File: src/rtl/pipe_pkg.sv
// -----------------------------------------------------------------------------
// pipe_pkg
// Shared definitions for the processor's inter-stage registers: payload and
// control widths for every stage boundary, bit positions inside the ID/EX
// control bundle, and helpers that pack/unpack the ID/EX bundle.
// No ports (package).
// -----------------------------------------------------------------------------
package pipe_pkg;

    // IF/ID: instruction 32 + pc+4 32; ctrl carries only a "valid instruction" tag
    localparam int IFID_PAYLOAD_W  = 64;
    localparam int IFID_CTRL_W     = 1;

    // ID/EX: dataA 32 + dataB 32 + pcpp 32 + extendedSignal 32 + write register 4
    localparam int IDEX_PAYLOAD_W  = 132;
    localparam int IDEX_CTRL_W     = 10;

    // EX/MEM: aluResult 32 + dataB 32 + branch target 32 + write register 4
    localparam int EXMEM_PAYLOAD_W = 100;
    localparam int EXMEM_CTRL_W    = 5;

    // MEM/WB: readData 32 + aluResult 32 + write register 4
    localparam int MEMWB_PAYLOAD_W = 68;
    localparam int MEMWB_CTRL_W    = 2;

    // ID/EX control bit positions (ALUOp occupies [4:0])
    localparam int CTRL_ALUOP_LSB  = 0;
    localparam int CTRL_ALUOP_W    = 5;
    localparam int CTRL_ALUSRC     = 5;
    localparam int CTRL_MEMREAD    = 6;
    localparam int CTRL_MEMWRITE   = 7;
    localparam int CTRL_REGWRITE   = 8;
    localparam int CTRL_BRANCH     = 9;

    // ID/EX payload, dataA in the least significant bits
    typedef struct packed {
        logic [3:0]  wr_reg;
        logic [31:0] ext;
        logic [31:0] pcpp;
        logic [31:0] data_b;
        logic [31:0] data_a;
    } idex_payload_t;

    // ID/EX control, ALUOp in the least significant bits
    typedef struct packed {
        logic       branch;
        logic       reg_write;
        logic       mem_write;
        logic       mem_read;
        logic       alu_src;
        logic [4:0] alu_op;
    } idex_ctrl_t;

    function automatic logic [IDEX_PAYLOAD_W-1:0] idex_pack_payload(input idex_payload_t p);
        return p;
    endfunction

    function automatic idex_payload_t idex_unpack_payload(input logic [IDEX_PAYLOAD_W-1:0] v);
        return idex_payload_t'(v);
    endfunction

    function automatic logic [IDEX_CTRL_W-1:0] idex_pack_ctrl(input idex_ctrl_t c);
        logic [IDEX_CTRL_W-1:0] v;
        v = '0;
        v[CTRL_ALUOP_LSB +: CTRL_ALUOP_W] = c.alu_op;
        v[CTRL_ALUSRC]                    = c.alu_src;
        v[CTRL_MEMREAD]                   = c.mem_read;
        v[CTRL_MEMWRITE]                  = c.mem_write;
        v[CTRL_REGWRITE]                  = c.reg_write;
        v[CTRL_BRANCH]                    = c.branch;
        return v;
    endfunction

    function automatic idex_ctrl_t idex_unpack_ctrl(input logic [IDEX_CTRL_W-1:0] v);
        idex_ctrl_t c;
        c.alu_op    = v[CTRL_ALUOP_LSB +: CTRL_ALUOP_W];
        c.alu_src   = v[CTRL_ALUSRC];
        c.mem_read  = v[CTRL_MEMREAD];
        c.mem_write = v[CTRL_MEMWRITE];
        c.reg_write = v[CTRL_REGWRITE];
        c.branch    = v[CTRL_BRANCH];
        return c;
    endfunction

    // memToReg has no bit of its own: write-back comes from memory exactly
    // for loads, so it is derived from memRead.
    function automatic logic idex_mem_to_reg(input logic [IDEX_CTRL_W-1:0] v);
        return v[CTRL_MEMREAD];
    endfunction

endpackage

File: src/rtl/pipe_skid_slot.sv
// -----------------------------------------------------------------------------
// pipe_skid_slot
// One pipeline entry: valid flag, payload and control bundle. State changes on
// the falling clock edge. clear (priority) empties the entry and zeroes ctrl
// while keeping the payload; load captures a new valid beat.
// Ports:
//   clock, reset_n       falling-edge clock, async active-low reset
//   load, clear          capture d_* / turn into a bubble
//   d_payload, d_ctrl    beat to capture
//   q_valid, q_payload, q_ctrl  registered entry contents
// -----------------------------------------------------------------------------
module pipe_skid_slot
    import pipe_pkg::*;
#(
    parameter int PAYLOAD_W = IDEX_PAYLOAD_W,
    parameter int CTRL_W    = IDEX_CTRL_W
) (
    input  logic                 clock,
    input  logic                 reset_n,
    input  logic                 load,
    input  logic                 clear,
    input  logic [PAYLOAD_W-1:0] d_payload,
    input  logic [CTRL_W-1:0]    d_ctrl,
    output logic                 q_valid,
    output logic [PAYLOAD_W-1:0] q_payload,
    output logic [CTRL_W-1:0]    q_ctrl
);

    logic                 valid_d, valid_q;
    logic [PAYLOAD_W-1:0] payload_d, payload_q;
    logic [CTRL_W-1:0]    ctrl_d, ctrl_q;

    // Next-state: clear beats load; a bubble keeps its stale payload
    always_comb begin
        valid_d   = valid_q;
        payload_d = payload_q;
        ctrl_d    = ctrl_q;
        if (clear) begin
            valid_d = 1'b0;
            ctrl_d  = '0;
        end else if (load) begin
            valid_d   = 1'b1;
            payload_d = d_payload;
            ctrl_d    = d_ctrl;
        end else begin
            valid_d   = valid_q;
        end
    end

    // Entry state register, falling edge
    always_ff @(negedge clock or negedge reset_n) begin
        if (!reset_n) begin
            valid_q   <= 1'b0;
            payload_q <= '0;
            ctrl_q    <= '0;
        end else begin
            valid_q   <= valid_d;
            payload_q <= payload_d;
            ctrl_q    <= ctrl_d;
        end
    end

    assign q_valid   = valid_q;
    assign q_payload = payload_q;
    assign q_ctrl    = ctrl_q;

endmodule

File: src/rtl/pipe_stage_reg.sv
// -----------------------------------------------------------------------------
// pipe_stage_reg
// Inter-stage pipeline register with valid/ready handshake, optional skid
// entry, flush-to-bubble and asynchronous reset. State changes on the falling
// clock edge. Control is forced to zero whenever the stage holds a bubble.
// Ports:
//   clock, reset_n              falling-edge clock, async active-low reset
//   flush                       drop every held beat and the incoming one
//   in_valid/in_ready           upstream handshake
//   in_payload/in_ctrl          upstream beat
//   out_valid/out_ready         downstream handshake
//   out_payload/out_ctrl        main entry contents (ctrl zero on bubble)
//   occupancy                   beats held (0..2)
// -----------------------------------------------------------------------------
module pipe_stage_reg
    import pipe_pkg::*;
#(
    parameter int PAYLOAD_W = IDEX_PAYLOAD_W,
    parameter int CTRL_W    = IDEX_CTRL_W,
    parameter int SKID      = 1
) (
    input  logic                 clock,
    input  logic                 reset_n,
    input  logic                 flush,
    input  logic                 in_valid,
    output logic                 in_ready,
    input  logic [PAYLOAD_W-1:0] in_payload,
    input  logic [CTRL_W-1:0]    in_ctrl,
    output logic                 out_valid,
    input  logic                 out_ready,
    output logic [PAYLOAD_W-1:0] out_payload,
    output logic [CTRL_W-1:0]    out_ctrl,
    output logic [1:0]           occupancy
);

    logic                 main_valid_s;
    logic [PAYLOAD_W-1:0] main_payload_s;
    logic [CTRL_W-1:0]    main_ctrl_s;
    logic                 skid_valid_s;
    logic [PAYLOAD_W-1:0] skid_payload_s;
    logic [CTRL_W-1:0]    skid_ctrl_s;

    logic                 in_ready_s;
    logic                 handshake_s;
    logic                 main_free_s;
    logic                 main_load_s;
    logic                 main_clear_s;
    logic                 main_sel_skid_s;
    logic                 skid_load_s;
    logic                 skid_clear_s;
    logic [PAYLOAD_W-1:0] main_d_payload_s;
    logic [CTRL_W-1:0]    main_d_ctrl_s;

    // Upstream ready: with a skid entry it depends only on registered state,
    // so out_ready never reaches in_ready combinationally.
    always_comb begin
        in_ready_s = 1'b0;
        if (flush) begin
            in_ready_s = 1'b0;
        end else if (SKID != 0) begin
            in_ready_s = ~skid_valid_s;
        end else begin
            in_ready_s = out_ready | ~main_valid_s;
        end
    end

    assign handshake_s = in_valid & in_ready_s;
    assign main_free_s = ~main_valid_s | out_ready;

    // Entry load/clear decisions; flush overrides everything
    always_comb begin
        main_load_s     = 1'b0;
        main_clear_s    = 1'b0;
        main_sel_skid_s = 1'b0;
        skid_load_s     = 1'b0;
        skid_clear_s    = 1'b0;
        if (flush) begin
            main_clear_s = 1'b1;
            skid_clear_s = 1'b1;
        end else begin
            // Main refills from the older skid beat first to keep ordering
            if (main_free_s) begin
                if (skid_valid_s) begin
                    main_load_s     = 1'b1;
                    main_sel_skid_s = 1'b1;
                end else if (handshake_s) begin
                    main_load_s = 1'b1;
                end else begin
                    main_clear_s = 1'b1;
                end
            end else begin
                main_load_s = 1'b0;
            end
            // Skid drains on the first consume; a same-edge handshake refills it
            if (skid_valid_s && main_free_s) begin
                if (handshake_s) begin
                    skid_load_s = 1'b1;
                end else begin
                    skid_clear_s = 1'b1;
                end
            end else if (!main_free_s && handshake_s) begin
                skid_load_s = 1'b1;
            end else begin
                skid_load_s = 1'b0;
            end
        end
    end

    // Source mux for the main entry
    always_comb begin
        main_d_payload_s = in_payload;
        main_d_ctrl_s    = in_ctrl;
        if (main_sel_skid_s) begin
            main_d_payload_s = skid_payload_s;
            main_d_ctrl_s    = skid_ctrl_s;
        end else begin
            main_d_payload_s = in_payload;
            main_d_ctrl_s    = in_ctrl;
        end
    end

    pipe_skid_slot #(
        .PAYLOAD_W (PAYLOAD_W),
        .CTRL_W    (CTRL_W)
    ) u_main_slot (
        .clock     (clock),
        .reset_n   (reset_n),
        .load      (main_load_s),
        .clear     (main_clear_s),
        .d_payload (main_d_payload_s),
        .d_ctrl    (main_d_ctrl_s),
        .q_valid   (main_valid_s),
        .q_payload (main_payload_s),
        .q_ctrl    (main_ctrl_s)
    );

    if (SKID != 0) begin : g_skid
        pipe_skid_slot #(
            .PAYLOAD_W (PAYLOAD_W),
            .CTRL_W    (CTRL_W)
        ) u_skid_slot (
            .clock     (clock),
            .reset_n   (reset_n),
            .load      (skid_load_s),
            .clear     (skid_clear_s),
            .d_payload (in_payload),
            .d_ctrl    (in_ctrl),
            .q_valid   (skid_valid_s),
            .q_payload (skid_payload_s),
            .q_ctrl    (skid_ctrl_s)
        );
    end else begin : g_no_skid
        // Without a skid entry the skid controls can never matter
        logic unused_skid_s;
        assign skid_valid_s   = 1'b0;
        assign skid_payload_s = '0;
        assign skid_ctrl_s    = '0;
        assign unused_skid_s  = skid_load_s ^ skid_clear_s;
    end

    assign in_ready    = in_ready_s;
    assign out_valid   = main_valid_s;
    assign out_payload = main_payload_s;
    assign out_ctrl    = main_ctrl_s;
    assign occupancy   = {1'b0, main_valid_s} + {1'b0, skid_valid_s};

endmodule

File: config.mk
export PLATFORM = sky130hd
export DESIGN_NAME = pipe_stage_reg
export DESIGN_NICKNAME = d
export VERILOG_FILES = /design/src/rtl/pipe_pkg.sv /design/src/rtl/pipe_skid_slot.sv /design/src/rtl/pipe_stage_reg.sv
export SDC_FILE = /design/constraint.sdc
export NUM_CORES = 1
export LEC_CHECK = 0
export BUFFER_PORTS_ARGS = -buffer_cell sky130_fd_sc_hd__clkbuf_2
export CORE_MARGIN = 1.5
export CORE_UTILIZATION = 25
export DETAILED_ROUTE_END_ITERATION = 8
export PLACE_DENSITY_LB_ADDON = 0.05
export SLEW_MARGIN = 20
export SYNTH_ARGS = -nofsm -noshare
export SYNTH_HDL_FRONTEND = slang
export SYNTH_SLANG_ARGS = --single-unit
File: constraint.sdc
create_clock -name clock -period 3.65 [get_ports clock]
set_clock_uncertainty 0.2 [all_clocks]
set_input_delay 0.73 -clock clock [delete_from_list [all_inputs] [get_ports clock]]
set_output_delay 0.73 -clock clock [all_outputs]
set_load 0.005 [all_outputs]
==> run summary <==
Status: complete, but fails checks
Failing checks: setup timing
Worst EP arrival: 3.20 ns
Synth Cell Area: 12,700 µm²
Worst Path Required: 2.72 ns
RD Place Congestion: 0.697
Layout area overhead: 41.1%
Post-DRT Antenna Nets: 0
Final Non-Filler Cells: 1,932
Syn Nets: 933
Post-layout net count: 1,379
Worst-path clk slew: 0.04 ns
First-pass GRT wire length: 55,000 µm
CP Max Fanout: 3
Synth Warn #: 0
IO Pins: 293
Setup CP Type: flip-flop to primary output
Hold Crit Depth: 1
Drt total wl: 36,500 µm
CTS tree: built
Initial core utilization: 25.3%
Final core occ: 35.7%
Routed wire per std cell: 18.9 µm
Num CTS Buffers: 38
Max Root-Sink Buffers: 3
Worst skew pair latency: 0.55 ns
Residual DRC: 0
Vias/cell: 4.17
WL met1: 17,100 µm
Vias: 8,055
Placed cells: 1,772
Seq/Total Area, Yosys: 56.5%
Total core area: 50,100 µm²
Max Used Layer: met5
Most frequent cells in the layout: 286 x dfrtn_1, 244 x mux2_2, 211 x clkbuf_2
Worst setup margin: -0.484 ns
Rows: 82
Number of global-route vias before repair: 8,774
Port Buffers: 292
CP Launch Type: flip-flop
Clock sinks: 286
Share of cells above drive strength 1: 72.0%
FF-to-FF path depth: 4
Worst slew pin tran: 0.889 ns
Mean Syn Cell Area: 16.1 µm²
Final max-slew violation count: 0
DP Worst Slack: -0.591 ns
Min-delay src: u_main_slot.q_payload[58]$_DFFE_NN0P_
Gr usage total: 13.8%
RSZ-0062 raised after global routing: true
Die width: 228 µm
Slew HR: 40.7%
FF+latch count, synth: 286
Met2 wire length: 16,800 µm
Root buffer cell: clkbuf_16
Post-synthesis cell type count: 24
Worst R2R Start: g_skid.u_skid_slot.q_valid$_DFFE_NN0P_
Initial antenna violation count: 5
Hold Vio Cnt, Final: 0
Drt initial violations: 236
Worst Hold Margin: 0.230 ns
H-tree Lvls: 2
Hpwl dp: 24,400 µm
Commonest non-fill, non-tap cell in the layout: dfrtn_1
Power Dens Cells: 558 nW/µm²
Synth Instances: 785
Fillcell total: 5,029
Setup violation total in the final timing report: 151
Total grt overflow: 0
Met3 Wirelength: 1770 µm
Leakage power: 8.37 nW
Setup crit end kind: primary output
Fin Setup TNS: -27.35 ns
Die footprint: 52,100 µm²
Chip height: 228 µm
Drt first pass iters: 4
CTS Hold Bufs: 0
CP startpoint: g_skid.u_skid_slot.q_valid$_DFFE_NN0P_
Worst vdd ir: 0.301 mV
Max Cap Viol: 0
Hold Path Class: flip-flop to flip-flop
Largest net degree at the start of global routing: 56
-- critical path: stages, from the launching register on --
cell	delay, ns
dfrtn_1	0.45
ha_2	0.28
clkbuf_2	0.11
-- power breakdown --
group          switching [W]  total, W  internal (W)
logic               0.000656   0.00199       0.00134
clock network        0.00145   0.00373       0.00228
registers           0.000349   0.00425       0.00390
total                0.00246   0.00997       0.00752
-- through the flow --
| stage | power (W) | instance area, µm² |
|---|---|---|
| 4_1_cts | 0.0100 | 17300 |
| 2_1_floorplan | 0.00525 | 13100 |
| 3_5_place_dp | 0.00603 | 15600 |
| 3_3_place_gp | 0.00602 | 15600 |
| 5_1_grt | 0.0105 | 17900 |
| 6_report | 0.00997 | 17900 |
-- area by class of cell --
cell class	instances	area, µm²	share of cell area [%]
Multi-Input combinational cell	448	5380	30.1
Tap cell	672	841	4.70
Clock inverter	7	62.6	0.350
Sequential cell	286	7160	40.0
Clock buffer	61	1180	6.61
Timing Repair Buffer	457	3250	18.2
Antenna cell	1	2.50	0.0140
-- Yosys cell counts --
cell type | count | area (µm²)
mux2_4 | 70 | 1050
nor3_4 | 1 | 16.3
a21oi_1 | 1 | 5.00
buf_2 | 19 | 95.1
buf_1 | 1 | 3.75
nor2b_4 | 1 | 13.8
buf_6 | 11 | 124
ha_1 | 1 | 12.5
mux2_1 | 25 | 282
mux2_2 | 301 | 3390
dfrtn_1 | 286 | 7160
buf_4 | 10 | 75.1
nor2b_1 | 1 | 6.26
nand2b_1 | 1 | 6.26
nor2_1 | 11 | 41.3
a22o_1 | 10 | 87.6
nor4bb_1 | 1 | 10.0
nor2_4 | 1 | 11.3
a221oi_1 | 10 | 87.6
nor3_1 | 11 | 55.1
buf_8 | 7 | 105
a211oi_4 | 1 | 20.0
and3_4 | 1 | 11.3
clkbuf_1 | 3 | 11.3
-- cell families (layout without fill, tap and decap cells) --
family,after synthesis,in the layout,share of synthesized area (%)
muxes,396,396,37.2
DFF,286,286,56.5
buffers and inverters,51,525,3.27
and+or+nand+nor,29,29,1.35
AOI/OAI and AO/OA,22,22,1.58
adders and majority gates,1,1,0.0987
other,0,1,0
-- routing by layer --
metal  global-route usage, %  vias to the layer above
li1                        -                     3765
met5                       0                        -
met1                    18.8                     4051
met2                    21.3                      175
met3                    3.59                       56
met4                    4.39                        8
-- what timing repair did --
action                                  in CTS  in global routing
gates cloned                                 0                  8
buffers inserted                            49                 35
endpoints found under the setup margin     178                240
pin swaps                                    1                  3
resized for setup                            3                110
-- final timing paths --
| kind | end | slack [ns] |
|---|---|---|
| setup / recovery | occupancy[0] | -0.48 |
| hold / removal | u_main_slot.q_payload[58]$_DFFE_NN0P_ | 0.23 |
| setup reg to reg | u_main_slot.q_payload[53]$_DFFE_NN0P_ | 0.70 |
| hold reg to reg | u_main_slot.q_payload[58]$_DFFE_NN0P_ | 0.23 |
| max in group asynchronous | g_skid.u_skid_slot.q_payload[28]$_DFFE_NN0P_ | 1.02 |
| min in group asynchronous | g_skid.u_skid_slot.q_payload[96]$_DFFE_NN0P_ | 1.58 |
-- sequential cells by signal, summed over array words and instances, names as in the netlist --
| signal | count |
|---|---|
| g_skid.u_skid_slot.q_ctrl | 10 |
| g_skid.u_skid_slot.q_payload | 132 |
| g_skid.u_skid_slot.q_valid | 1 |
| u_main_slot.q_ctrl | 10 |
| u_main_slot.q_payload | 132 |
| u_main_slot.q_valid | 1 |
Power figures use the tool's default switching activity.
